File: src/rtl/maxterm_scanner.sv
// Sweeps all 2^N inputs through an external combinational function, captures its truth table,
// then streams the indices where the function is 0 over a valid/ready handshake.
//
// state | meaning
// IDLE  | waiting for start; truth and zero_count hold the last result
// SCAN  | fx = cnt, fs captured into truth[cnt] each edge
// EMIT  | offer ptr as a maxterm when truth[ptr] = 0, otherwise skip it
// DONE  | one-cycle done pulse, start ignored
module maxterm_scanner #(
  parameter  int N = 3,
  localparam int T = 1 << N
) (
  input  logic         clk,
  input  logic         rst_n,
  input  logic         start,
  output logic [N-1:0] fx,
  input  logic         fs,
  output logic         busy,
  output logic         done,
  output logic [T-1:0] truth,
  output logic [N:0]   zero_count,
  output logic [N-1:0] idx,
  output logic         idx_valid,
  input  logic         idx_ready
);

  typedef enum logic [1:0] {S_IDLE, S_SCAN, S_EMIT, S_DONE} state_t;

  localparam logic [N-1:0] LAST    = {N{1'b1}};
  localparam logic [N-1:0] ONE_N   = {{(N-1){1'b0}}, 1'b1};
  localparam logic [N:0]   ONE_ZC  = {{N{1'b0}}, 1'b1};

  state_t         state, state_nxt;
  logic [N-1:0]   cnt, ptr;
  logic [T-1:0]   truth_q;
  logic [N:0]     zc_q;
  logic           emit_adv;

  // A skipped entry advances unconditionally; a maxterm advances only on transfer.
  assign emit_adv = truth_q[ptr] | idx_ready;

  always_ff @(posedge clk or negedge rst_n) begin
    if (!rst_n) state <= S_IDLE;
    else        state <= state_nxt;
  end

  always_comb begin
    state_nxt = state;
    case (state)
      S_IDLE: if (start) state_nxt = S_SCAN;
      S_SCAN: if (cnt == LAST) state_nxt = S_EMIT;
      S_EMIT: if (emit_adv && ptr == LAST) state_nxt = S_DONE;
      S_DONE: state_nxt = S_IDLE;
      default: state_nxt = S_IDLE;
    endcase
  end

  always_comb begin
    fx        = '0;
    idx       = '0;
    idx_valid = 1'b0;
    busy      = 1'b0;
    done      = 1'b0;
    case (state)
      S_SCAN: begin
        fx   = cnt;
        busy = 1'b1;
      end
      S_EMIT: begin
        idx       = ptr;
        idx_valid = ~truth_q[ptr];
        busy      = 1'b1;
      end
      S_DONE: done = 1'b1;
      default: ;
    endcase
  end

  always_ff @(posedge clk or negedge rst_n) begin
    if (!rst_n) begin
      cnt     <= '0;
      ptr     <= '0;
      truth_q <= '0;
      zc_q    <= '0;
    end else begin
      case (state)
        S_IDLE: if (start) begin
          cnt     <= '0;
          truth_q <= '0;
          zc_q    <= '0;
        end
        S_SCAN: begin
          truth_q[cnt] <= fs;
          if (!fs) zc_q <= zc_q + ONE_ZC;
          if (cnt == LAST) ptr <= '0;
          else             cnt <= cnt + ONE_N;
        end
        // ptr wraps to 0 when leaving EMIT, ready for the next scan.
        S_EMIT: if (emit_adv) ptr <= ptr + ONE_N;
        default: ;
      endcase
    end
  end

  assign truth      = truth_q;
  assign zero_count = zc_q;

endmodule

File: config.mk
export PLATFORM = sky130hd
export DESIGN_NAME = maxterm_scanner
export DESIGN_NICKNAME = d
export VERILOG_FILES = /design/src/rtl/maxterm_scanner.sv
export SDC_FILE = /design/constraint.sdc
export NUM_CORES = 1
export LEC_CHECK = 0
export CAP_MARGIN = 20
export CORE_UTILIZATION = 50
export DETAILED_ROUTE_END_ITERATION = 12
export PLACE_DENSITY = 0.77
export SETUP_SLACK_MARGIN = 0.3
export SYNTH_ARGS = -nofsm -noshare
export SYNTH_HDL_FRONTEND = slang
export SYNTH_SLANG_ARGS = --single-unit
File: constraint.sdc
create_clock -name clk -period 2.25 [get_ports clk]
set_input_delay 0.45 -clock clk [delete_from_list [all_inputs] [get_ports clk]]
set_output_delay 0.45 -clock clk [all_outputs]
set_load 0.05 [all_outputs]
==> results.yml, run 1 <==
run_status:
  outcome: "finished clean"
clock_tree:
  cts-root-buf: "clkbuf_4"
  hold_buffers: 0
  cts.sinks: 20
  clk_pin_slew_ps: 110
  clockBufferDepth: 2
  htreeDepth: 1
  numCtsBuffers: 3
  clock_latency_ps: 290
  tritoncts: "built"
detailed_routing:
  wl_per_cell_um: 15.15
  vias: 1304
  route.detailed.drc: 0
  first_iter_violations: 41
  antenna_left: 0
  vias_per_cell: 5.927
  firstDrtPassIters: 4
  routed_wl_um: 3334
die:
  rows: 18
  die_h_um: 54.54
  core_um2: 2545
  start_util_pct: 54.23
  die_w_um: 54.54
  pin_count: 26
  fp.dieArea_um2: 2974
worst_setup_path:
  cp_cell_sequence: "mux2_4 -> or3_4 -> a41oi_4 -> buf_12"
  arrival_ps: 1720
  slowest_delay_ps: 420
  cp_max_fo: 2
  path_buf_inv: 1
  cp_top_family: "flip-flops"
  endpoint_kind: "output port"
  required_ps: 1800
  startpoint_type: "register"
  critPathKind: "register to output port"
  crit_slowest_cell: "dfrtp_1"
power_and_ir_drop:
  pwr_density_cell_nw_per_um2: 1509
  p_leak_nw: 0.9098
  irDropWorstVdd_v: 0.001541
synth:
  yosys_register_bits: 20
  synth_cell_type_count: 37
  synth_area_um2: 1380
  ys_seq_area_share_pct: 36.26
  yosys_warnings: 0
  syn_nets: 172
  synthCells: 157
  syn_avg_cell_area_um2: 8.790
finish:
  layout-drive-gt1-share_pct: 27.89
  num_antenna_cells: 0
  design_area_um2: 1928
  fin_cells: 220
  areaGrowthSynthToFinish_pct: 39.71
  nNetsFinal: 206
  fill_cells: 172
timing:
  holdWs_ps: 474.5
  tns_ps: 0
  maxSlewHeadroom_pct: 66.67
  setup_ws_ps: 84.52
  rsz0062_at_grt: "true"
  min_period_ps: 2165
  hold_viol: 0
  finalSetupViolations: 0
  skew_ps: 4.899
  max_freq_ghz: 0.4618
  worstMarginPinSlew_ps: 499.2
  drv_slew: 0
  post-route-period-util_pct: 96.24
grt:
  antenna_found_initial: 0
  grt_pass1_vias: 1192
  grt_usage_pct: 25.51
  grt_overflow: 0
  grt_max_degree: 21
  grt_pass1_wl_um: 5292
placement:
  io_buffers: 25
  gp_congestion: 0.8499
  dp_hpwl_um: 2401
  dp_cells: 210
  place_area_um2: 1788
  post-place-ws_ps: 257.3
flow_run:
  drv_cap: 0
min_path:
  hp-class: "primary input to asynchronous set/reset pin"
## per-layer routing
layer  vias to the layer above  global-route usage (%)  part of all wire, %
li1                        631                       -                    -
met1                       621                   32.59                   44
met2                        47                   43.29                   50
met3                         5                   3.889                  5.1
met4                         0                   8.974                  1.3
met5                         -                       0                    0
## layout by cell type (no fill, tap or decap), drive strengths merged, types with 2 or more instances in the layout
cell and n:
a22o 5, clkdlybuf4s50 4, nor2b 2, mux2 2
nor3 6, nand2 22, mux2i 7, a21oi 7
o21ai 18, dfrtp 20, and2 4, a41oi 2
clkbuf 5, ha 10, nand3b 2, dlymetal6s2s 3
nand3 5, a221o 2, nor2 10, buf 22
inv 5, dlygate4sd2 9, nand2b 5
## synthesized netlist by cell type (all sizes together)
cell type | instances | area, um2
nand4 | 1 | 6.260
a31oi | 1 | 6.260
nand4b | 1 | 8.760
nor3b | 1 | 7.510
o21a | 1 | 7.510
dfrtp | 20 | 500.5
nand2b | 5 | 31.28
nor2 | 10 | 40.04
mux2 | 2 | 26.27
ha | 10 | 125.1
inv | 6 | 22.52
mux2i | 7 | 70.07
clkbuf | 8 | 30.03
and2 | 4 | 25.02
or3 | 1 | 11.26
o221ai | 1 | 8.760
nor3 | 6 | 35.03
nand3b | 2 | 15.01
a221o | 2 | 20.02
o31ai | 1 | 7.510
a32o | 1 | 10.01
nor2b | 2 | 12.51
buf | 2 | 16.26
a211oi | 1 | 7.510
a21oi | 7 | 35.03
nand2 | 22 | 82.58
o21ai | 18 | 90.09
nand3 | 5 | 25.02
a41oi | 2 | 36.29
a22o | 5 | 43.79
o32a | 1 | 10.01
o22ai | 1 | 6.260
## repair_timing
| action | 4_1_cts | 5_1_grt |
|---|---|---|
| setup endpoints to repair | 15 | 15 |
| resized for setup | 19 | 16 |
| buffers inserted | 4 | 2 |
| pin swaps | 0 | 1 |
## worst paths after layout
check | from | to | slack [ps] | cells after the start
worst max-delay path | ptr[1] | idx_valid | 80 | 4
max in group asynchronous | rst_n | ptr[0] | 1530 | 2
worst min register to register | truth[0] | truth[0] | 540 | 1
min in group clk | truth[0] | truth[0] | 540 | 1
worst min-delay path | rst_n | zero_count[3] | 470 | 2
worst max register to register | ptr[1] | ptr[1] | 360 | 5
## cell type report
| class | instances | area, um2 | area share (%) |
|---|---|---|---|
| clock buffers | 4 | 36.28 | 1.882 |
| inverters | 6 | 26.28 | 1.363 |
| multi-input cells | 121 | 898.4 | 46.59 |
| flip-flops and latches | 20 | 504.2 | 26.15 |
| well taps | 30 | 37.54 | 1.947 |
| repair buffers | 39 | 425.4 | 22.06 |
## metrics by stage
stage,total power [mW],utilization (%)
after floorplan,1.955,-
after global placement,2.471,70.26
after detailed placement,2.535,70.26
after CTS,2.809,73.50
after global routing,3.115,75.76
final,2.909,75.76
## worst reg2reg max path: stages, from the launching register on
cell,delay (ps)
dfrtp_1,420
mux2_4,300
or3_4,360
a41oi_4,260
nor2_2,90
a221o_1,350
## report_power, final
part           internal (mW)  total [mW]  switching [mW]  leakage (nW)
Clock                 0.0985       0.207           0.108        0.0210
Sequential             0.479       0.629           0.151         0.261
Combinational          0.847        2.07            1.23         0.628
## registers in the layout, indices dropped and copies added (netlist names)
register,flops
zero_count,4
ptr,3
cnt,3
truth,8
state,2
## cells by family after synthesis
logic type               count (synthesis)  share of synthesized area [%]
adder cells (fa/ha/maj)                 10                          9.066
AO/OA/AOI/OAI                           42                          20.94
buffers and inverters                   16                          4.986
flip-flops                              20                          36.26
AND/OR/NAND/NOR                         60                          21.76
multiplexers                             9                          6.981
Note: power is estimated with default switching activity, not from simulation.
==> run 2, diff against run 1 <==
- CELL_PAD_IN_SITES_DETAIL_PLACEMENT: not set -> 0
- CELL_PAD_IN_SITES_GLOBAL_PLACEMENT: not set -> 1
- CORE_UTILIZATION: 50 -> 39
- GPL_TIMING_DRIVEN: not set -> 0
- PLACE_DENSITY: 0.77 -> not set
- PLACE_DENSITY_LB_ADDON: not set -> 0.1
==> results.yml, run 2 (synthesis gave the netlist of run 1 again) <==
grt:
  grt_pass1_vias: 1283
  grt_overflow: 0
  grt_pass1_wl_um: 5996
  grt_max_degree: 21
  antenna_found_initial: 0
  grt_usage_pct: 21.85
timing:
  worstMarginPinSlew_ps: 491.5
  setup_ws_ps: -38.50
  min_period_ps: 2289
  post-route-period-util_pct: 101.7
  rsz0062_at_grt: "true"
  hold_viol: 0
  skew_ps: 14.01
  max_freq_ghz: 0.4370
  drv_slew: 0
  maxSlewHeadroom_pct: 67.36
  finalSetupViolations: 3
detailed_routing:
  firstDrtPassIters: 4
  wl_per_cell_um: 14.77
  antenna_left: 0
  vias_per_cell: 5.260
  vias: 1415
  topRoutingLayerUsed: "met4"
  routed_wl_um: 3973
  met2_length_um: 1959
  wl_met1_um: 1790
  met3RoutedLength_um: 121
  route.detailed.drc: 0
  first_iter_violations: 52
worst_setup_path:
  crit_slowest_cell: "dfrtp_1"
  critPathKind: "register to output port"
  path_common_cell: "buf_6"
  slowest_delay_ps: 420
  startpoint_type: "register"
  arrival_ps: 1840
  cp_cell_sequence: "buf_6 -> mux2_4 -> or3_4 -> a41oi_4 -> buf_6"
  path_buf_inv: 2
  required_ps: 1800
  cp_top_family: "flip-flops"
  endpoint_kind: "output port"
  cp_max_fo: 4
clock_tree:
  clk_pin_slew_ps: 140
  hold_buffers: 0
  cts.sinks: 20
  cts-root-buf: "clkbuf_4"
  numCtsBuffers: 3
  clockBufferDepth: 2
  tritoncts: "built"
  clock_latency_ps: 320
  htreeDepth: 1
power_and_ir_drop:
  p_leak_nw: 1.049
  irDropWorstVdd_v: 0.001320
  pwr_density_cell_nw_per_um2: 1588
  power_mw: 3.544
die:
  pin_count: 26
  start_util_pct: 41.03
  die_h_um: 61.49
  rows: 21
  core_um2: 3363
  die_w_um: 61.49
  fp.dieArea_um2: 3780
finish:
  largest_reg_flops: 8
  layout-drive-gt1-share_pct: 36.77
  areaGrowthSynthToFinish_pct: 61.74
  design_area_um2: 2232
  num_antenna_cells: 0
  nNetsFinal: 239
  final_cell_mix: "buf_4, nand2_1, o21ai_0, dfrtp_1, buf_6"
  final_util_pct: 66.37
  final_common_cell: "buf_4"
placement:
  gp_congestion: 0.7703
  dp_hpwl_um: 2409
  io_buffers: 25
  place_area_um2: 1727
run_status:
  violations: "negative setup slack"
  outcome: "finished, violations left"
min_path:
  hp-class: "primary input to asynchronous set/reset pin"
flow_run:
  drv_cap: 0
## run 2: cell types whose count changed in the layout (fill, tap and decap cells not counted), sizes merged
cell and change:
dlymetal6s2s -3, dlygate4sd2 +3, clkbuf +3, bufinv +1, inv -1, clkinvlp +1
buf +29
## run 2: timing repair
item	4_1_cts	5_1_grt
pin swaps	8	3
endpoints found under the hold margin	0	0
resized for setup	96	29
endpoints found under the setup margin	38	23
buffers inserted	26	10
## run 2: metrics by stage
| step | TNS, ps | setup slack (ps) | hold slack (ps) | cells |
|---|---|---|---|---|
| detailed placement | -3122 | -612.2 | 507.1 | 228 |
| CTS | -30.43 | -30.43 | 536.6 | 258 |
| global route | -240.2 | -84.90 | 518.0 | 269 |
| finish | -70.39 | -38.50 | 501.5 | 269 |
| global placement | -2870 | -566.3 | 507.0 | 228 |
| floorplan | 0 | 286.6 | 154.4 | 157 |
## run 2: metal layers
metal | vias to the layer above | GRT usage [%]
met4 | 0 | 7.937
li1 | 696 | -
met2 | 40 | 35.02
met3 | 10 | 3.571
met5 | - | 0
met1 | 669 | 29.66
## run 2: area by class of cell
| class | instances | area (um2) |
|---|---|---|
| Buffer | 10 | 105.1 |
| Sequential cell | 20 | 504.2 |
| Multi-Input combinational cell | 121 | 904.6 |
| Timing Repair Buffer | 62 | 575.6 |
| Clock buffer | 3 | 22.52 |
| Clock inverter | 1 | 30.03 |
| Tap cell | 46 | 57.56 |
| Fill cell | 303 | 1131 |
| Inverter | 6 | 32.53 |
## run 2: path summary, 6_finish.rpt
kind	slack, ps	depth (start not counted)	startpoint	end
max reg2reg	-20	8	ptr[1]	ptr[1]
max	-40	5	ptr[1]	idx_valid
min in group clk	530	1	truth[5]	truth[5]
min reg2reg	530	1	truth[5]	truth[5]
min	500	2	rst_n	truth[4]
max in group asynchronous	1590	2	rst_n	state[0]
## run 2: power breakdown
group          internal (mW)  total [mW]  switching [mW]
Combinational           1.22        2.62            1.40
Sequential             0.479       0.614           0.135
Clock                  0.180       0.307           0.127
==> run 3, diff against run 2 <==
- ABC_AREA: not set -> 1
- CORE_MARGIN: not set -> 3
- CORE_UTILIZATION: 39 -> 36
==> results.yml, run 3 <==
synth:
  synth_top_cells_by_area: "dfrtp_1, nand2_1, ha_1"
  syn_avg_cell_area_um2: 7.786
  ys_seq_area_share_pct: 40.94
  ys_top_cells_by_count: "nand2_1, inv_1, dfrtp_1"
  ys.flop_type: "dfrtp_1"
  synth_top_area_cell: "dfrtp_1"
  ys_async_sr_fraction_pct: 100.0
  synth-edff-count: 0
  synth_top_area_share_pct: 40.94
  synthCells: 157
  synth_area_um2: 1222
  syn_nets: 172
  yosys_register_bits: 20
  synth_cell_type_count: 22
  yosysMostFrequentCell: "nand2_1"
  yosys_warnings: 0
worst_setup_path:
  r2r_setup_slack_ps: 490
  worstReg2RegStart: "state[0]"
  required_ps: 1800
  reg2reg_to: "zero_count[2]"
  startpoint_type: "register"
  cp_max_fo: 6
  critPathKind: "register to output port"
  arrival_ps: 1530
  reg2regPathDepth: 9
  startpoint: "state[0]"
  cp-endpoint: "idx_valid"
  endpoint_kind: "output port"
grt:
  grt_max_degree: 21
  antenna_found_initial: 0
  grt_pass1_vias: 1057
  grt_overflow: 0
  grt_pass1_wl_um: 4899
  grt_usage_pct: 14.83
clock_tree:
  clockBufferDepth: 2
  htreeDepth: 1
  cts-root-buf: "clkbuf_4"
  hold_buffers: 0
  clk_pin_slew_ps: 120
  cts.sinks: 20
  clock_latency_ps: 320
  numCtsBuffers: 3
  tritoncts: "built"
placement:
  place_area_um2: 1536
  dp_hpwl_um: 2172
  post-place-ws_ps: -196.5
  gp_congestion: 0.7788
  io_buffers: 25
detailed_routing:
  firstDrtPassIters: 4
  antenna_left: 0
  routed_wl_um: 2973
  wl_per_cell_um: 12.44
  vias: 1156
  route.detailed.drc: 0
  first_iter_violations: 29
  vias_per_cell: 4.837
die:
  pin_count: 26
  start_util_pct: 38.77
  die_h_um: 64.27
  fp.dieArea_um2: 4131
  rows: 20
  die_w_um: 64.27
  core_um2: 3153
timing:
  post-route-period-util_pct: 88.21
  finalSetupViolations: 0
  skew_ps: 5.042
  max_freq_ghz: 0.5039
  tns_ps: 0
  maxSlewHeadroom_pct: 39.00
  hold_viol: 0
  drv_slew: 0
  setup_ws_ps: 265.3
  rsz0062_at_grt: "true"
  min_period_ps: 1985
  worstMarginPinSlew_ps: 912.1
finish:
  final_common_cell: "nand2_1"
  fill_cells: 332
  largest_reg_flops: 8
  areaGrowthSynthToFinish_pct: 38.69
  final_cell_mix: "nand2_1, dfrtp_1, inv_1"
  nNetsFinal: 211
  num_antenna_cells: 0
  layout-drive-gt1-share_pct: 23.59
  design_area_um2: 1695
power_and_ir_drop:
  irDropWorstVdd_v: 0.0008270
  power_mw: 2.313
  pwr_density_cell_nw_per_um2: 1364
  p_leak_nw: 0.8889
min_path:
  hp-class: "register to register"
run_status:
  outcome: "finished clean"
flow_run:
  drv_cap: 0
## run 3: how the worst min path moves through the flow
stage	from	to	slack, ps	depth (start not counted)
6_report	zero_count[3]	zero_count[3]	480	1
5_1_grt	zero_count[3]	zero_count[3]	500	1
4_1_cts	zero_count[3]	zero_count[3]	480	1
3_5_place_dp	zero_count[3]	zero_count[3]	460	1
3_3_place_gp	zero_count[3]	zero_count[3]	450	1
2_1_floorplan	rst_n	cnt[0]	150	0
## run 3: area by class of cell
class	count	area (um2)	area share [%]
plain buffers	3	26.28	1.550
well taps	44	55.05	3.247
multi-input cells	111	668.1	39.41
flip-flops and latches	20	501.7	29.59
inverters	23	92.59	5.461
clock buffers	4	36.28	2.140
repair buffers	34	315.3	18.60
## run 3: critical path, stage by stage, from the launching register on
cell     delay [ps]
dfrtp_1         430
inv_2            90
ha_4            120
buf_6           130
inv_4            40
nor2_4          100
nand2_2          70
nand2_4          80
buf_8           140
## run 3: through the flow
stage                     util [%]  hold slack [ps]  std cells
after floorplan                  -            154.4        157
after global placement       48.73            447.5        226
after detailed placement     48.73            458.4        226
after CTS                    49.44            477.8        232
after global routing         53.77            502.8        239
final                        53.77            478.4        239
## run 3: logic make-up after synthesis
logic type | count (synthesis) | share of synthesized area (%)
buf+inv | 26 | 8.700
compound gates | 23 | 11.98
flops | 20 | 40.94
fa+ha+maj | 10 | 10.24
simple gates | 78 | 28.15
## run 3: metal layers
metal	vias up	share of wire (%)	wire (um)	global-route usage, %
met5	-	0	0	0
met4	0	1.6	48	5.541
met3	5	5.0	150	2.812
met2	32	45	1342	23.32
met1	522	48	1431	20.11
li1	597	-	-	-
## run 3: where the power goes
group          switching (mW)  internal (mW)  total [mW]
clock                   0.124         0.0991       0.223
sequential              0.114          0.452       0.566
combinational           0.977          0.546        1.52
## run 3: what timing repair did
action / in CTS / in global routing
endpoints found under the hold margin: 0 / 0
gates resized for setup: 59 / 35
buffers inserted: 2 / 7
pin swaps: 0 / 5
endpoints found under the setup margin: 21 / 9
